==> config.mk <==
export PLATFORM = sky130hd
export DESIGN_NAME = saturating_counter
export DESIGN_NICKNAME = d
export VERILOG_FILES = /design/src/rtl/saturating_counter.sv
export SDC_FILE = /design/constraint.sdc
export NUM_CORES = 1
export LEC_CHECK = 0
export CORE_ASPECT_RATIO = 0.75
export CORE_MARGIN = 2
export CORE_UTILIZATION = 31
export CTS_CLUSTER_SIZE = 20
export DETAILED_ROUTE_END_ITERATION = 6
export DONT_BUFFER_PORTS = 1
export PLACE_DENSITY = 0.47
export SLEW_MARGIN = 10
export SYNTH_ARGS = -nofsm -noshare
export SYNTH_HDL_FRONTEND = slang
export SYNTH_SLANG_ARGS = --single-unit
==> constraint.sdc <==
create_clock -name clock -period 1.66 [get_ports clock]
set_clock_uncertainty 0.05 [all_clocks]
set_input_delay 0.332 -clock clock [delete_from_list [all_inputs] [get_ports clock]]
set_output_delay 0.332 -clock clock [all_outputs]
set_load 0.01 [all_outputs]
==> src/rtl/saturating_counter.sv <==
// Up-counter that sticks at its all-ones value instead of wrapping.
// Ports:
//   clock      in   rising-edge clock
//   reset      in   synchronous active-high clear
//   increment  in   add one this cycle (ignored once saturated)
//   count      out  current count, WIDTH bits
module saturating_counter #(
   parameter int WIDTH = 16
) (
   input  logic             clock,
   input  logic             reset,
   input  logic             increment,
   output logic [WIDTH-1:0] count
);

   logic [WIDTH-1:0] count_q;
   logic [WIDTH-1:0] count_d;

   always_comb begin
      count_d = count_q;
      if (increment && (count_q != {WIDTH{1'b1}})) begin
         count_d = count_q + 1'b1;
      end
   end

   always_ff @(posedge clock) begin
      if (reset) begin
         count_q <= '0;
      end else begin
         count_q <= count_d;
      end
   end

   assign count = count_q;

endmodule

**Word level (Yosys, flattened, before mapping)**

Index checks and enable logic that the tools add are counted.

- Output and inout port bits: 16
- Word-level logic and storage cells: 4
- Bits in registers: 16

- Reduce and logical (&&, ||, !) cells: 1
- Equal/unequal tests: 1
- Add/sub/neg operators: 1

Operator list:

| kind | number |
|---|---|
| 16-bit by 1-bit adder with 16-bit output (second input constant) | 1 |
| 16-bit inequality test (second input constant) | 1 |
| 1-bit logical AND | 1 |

**Logic depth before layout (Yosys ltp)**

- Word-level depth: 2
- Gate-level depth with buffers: 6

**Least setup slack after synthesis**

OpenSTA, ideal clock, no wires.

- Path type: register to register
- Start: register count_q[5], in the netlist count[5]
- End: register count_q[15], in the netlist count[15]
- Data required time: 1540 ps
- Slack: -50 ps
- Stages on the path, launching flop included: 5
- Data arrival time: 1590 ps
- Library setup time: 70 ps
- Path through: dfxtp_1 nand4_4 or4_1 or4_1 a21oi_1

- Cells in the longest elaborated chain, start to end: 2
- Elaborated cells on any way between the ends: 3
- Classes of those cells: 1 x add/sub; 1 x eq/ne; 1 x reduce/logical

Ends and longest elaborated chain:

| element | RTL line | RTL |
|---|---|---|
| from (decl) | 16 | `logic [WIDTH-1:0] count_q;` |
| from (signal assigned) | 30 | `count_q <= count_d;` |
| parallel branches: the longest is 2 deep, another holds 16-bit by 1-bit adder with 16-bit output | - |  |

Several ways; the timed one is not identified.
A chain may end at the register's enable or synchronous reset.

**Worst setup path in the final report**

- Start: register count_q[8], in the netlist count[8]
- End: register count_q[15], in the netlist count[15]

Same word-level chain as after synthesis.

==> run_results.csv <==
group,metric,value,unit
timing,finalWorstSetupSlack,0.03459,ns
clock_tree,clockBufferDepth,2,
pwr,ir_drop,0.3001,mV
grt,grt_max_degree,18,
synthesis,synth_seq_cells,16,
clock_tree,cts_buffers,3,
synthesis,syn_avg_cell_area,8.569,µm²
setup_path,critPathMaxFanout,4,
finish,drive_above_1_share,0.4803,
synthesis,async_flop_share,0,
route,wl,2383,µm
synthesis,synth-edff-count,0,
die,rows,16,
route,wl_per_cell,14.62,µm
clock_tree,clock-sinks,16,
die,core,2603,µm²
timing,fmax,0.6152,GHz
synthesis,synth_top_area_share,0.3776,
placed_design,numPlacedInstances,158,
route,vias_per_cell,5.497,
die,die_area,3175,µm²
route,vias,896,
finish,instances_no_fill,163,
clock_tree,h-tree-depth,1,
finish,nFillCells,251,
setup_path,worstPathArrival,1.80,ns
setup_path,worstSetupPathType,"reg -> reg",
synthesis,yosysTopAreaCell,"dfxtp_1",
finish,final-seq-area,350.3,µm²
synthesis,ys_types,31,
clock_tree,tritoncts,"yes",
finish,area_growth,42.18,%
grt,grt_pass1_wl,3822,µm
die,chipWidth,64.41,µm
setup_path,cp.required,1.84,ns
finish,multi_input_area,559.3,µm²
synthesis,yosys_warnings,0,
die,io-pin-count,19,
placed_design,post-dp-hpwl,1615,µm
finish,post-route-util,0.4635,
timing,rsz0062_at_grt,"yes",
placed_design,gp_congestion,0.7641,
die,fp.dieH,49.31,µm
setup_path,cp-end-kind,"flop",
timing,finalSetupViolCount,0,
route,antenna_left,0,
run,maxCapViolations,0,
grt,grt_pass1_vias,847,
status,outcome,"complete, no violations",
pwr,powerDensity,512.9,nW/µm²
route,drc_errors,0,
placed_design,portBuffers,0,
grt,antenna_found_initial,0,
timing,setup-tns-final,0,ns
pwr,leakage,0.4487,nW
synthesis,ys_top_cells_by_area,"dfxtp_1 38%, or4_1 6.2%, a21oi_1 5.9%",
synthesis,syn-num-nets,103,
clock_tree,clk_pin_slew,0.10,ns
clock_tree,clk_root_buffer_cell,"clkbuf_4",
finish,fin_nets,133,
grt,overflow,0,
die,start_util,0.3260,
worst_hold_path,hold_class,"in -> reg",
synthesis,syn-cell-area,848.3,µm²
timing,fin_crit_sh,0.9792,
finish,antennaDiodeCount,0,
placed_design,pre_cts_ws,-0.04628,ns
timing,tightest_slew,0.4678,ns
setup_path,cp-start-kind,"flop",
synthesis,synth_cells,99,
route,drt-initial-drc-count,50,
grt,grt_usage,0.1543,
clock_tree,insertion_delay,0.29,ns
timing,relSlewSlack,0.6853,
route,dr.pass1.iters,4,
finish,largest_reg_flops,16,
timing,hold_viol,0,
synthesis,ys_seq_area_frac,0.3776,
timing,slew_violations,0,
synthesis,synth_ff_type,"dfxtp_1",
timing,min_period,1.625,ns
-- layer usage --
metal  GRT usage  share of wire  up-vias
li1            -              -      434
met1      0.1961           0.49      441
met2      0.2535           0.46       19
met3     0.06005          0.053        2
met4     0.02128         0.0034        0
met5           0              0        -
-- cell type report --
class | instances | share of cell area
multi-input combinational | 76 | 0.4637
sequential | 16 | 0.2905
timing repair buffer | 29 | 0.1805
tap | 36 | 0.03734
clock buffer | 3 | 0.01867
inverter | 3 | 0.009336
-- critical path, cell delays in order (launching register included) --
cell,delay [ns]
dfxtp_2,0.39
nand2_4,0.07
or4_4,0.51
or4_4,0.43
a21oi_2,0.12
-- cells in the mapped netlist (2+ instances only) --
master and instances:
a21oi_1 10, and4_1 3, clkbuf_1 2, dfxtp_1 16, inv_1 3, nand2_1 6
nand3_1 6, nand4_1 3, nor2_1 6, nor2b_1 2, nor3_1 4, nor4_1 2
o21ai_0 4, o31ai_1 6, or3_1 3, or4_1 7, xnor2_1 2
-- cells by family (layout without fill, tap and decap cells) --
kind of cell,Yosys count,after routing,synth area share
AOI/OAI and AO/OA,23,23,0.1652
muxes,2,2,0.02507
xor gates and xnor gates,2,2,0.02065
buffers and inverters,7,35,0.03244
and+or+nand+nor,48,48,0.3643
adders and majority gates,1,1,0.01475
DFF,16,16,0.3776
-- what timing repair did --
action                                  4_1_cts  5_1_grt
endpoints found under the setup margin        5       10
pin swaps                                     0        4
gates resized for setup                       6       18
setup buffers                                 1        1
hold buffers                                  0        0
cloned                                        0        0
-- power breakdown --
group / internal, mW / switching [mW] / leakage (nW) / total, mW
Clock: 0.0843 / 0.125 / 0.0138 / 0.210
Combinational: 0.0118 / 0.0112 / 0.297 / 0.0230
Sequential: 0.381 / 0.00474 / 0.138 / 0.386
-- per-stage QoR --
stage	total power, mW	instance area (µm²)	hold WS [ns]
finish	0.6187	1206	0.03776
detailed placement	0.4192	1090	0.3495
global route	0.6590	1206	0.008891
CTS	0.6270	1140	0.03643
floorplan	0.4156	858.3	0.4418
global placement	0.4196	1090	0.3478
-- path summary, 6_finish.rpt --
check | from | endpoint | slack (ns) | cells past startpoint
worst max-delay path | count[8] | count[15] | 0.03 | 4
worst min-delay path | reset | count[7] | 0.04 | 1
worst max register to register | count[8] | count[15] | 0.03 | 4
worst min register to register | count[15] | count[15] | 0.48 | 2
-- cells in the final DEF, fill, tap and decap left out, drive strengths merged, types with 2 or more instances in the layout --
master / n
nor2: 6
o31ai: 6
o21ai: 4
nor3: 4
nor2b: 2
nand4: 4
nor4: 3
or3: 3
nand2: 7
nand3: 6
inv: 3
dfxtp: 16
buf: 29
a21oi: 10
clkbuf: 3
xnor2: 2
or4: 7
and4: 3
Note: power is estimated with default switching activity, not from simulation.
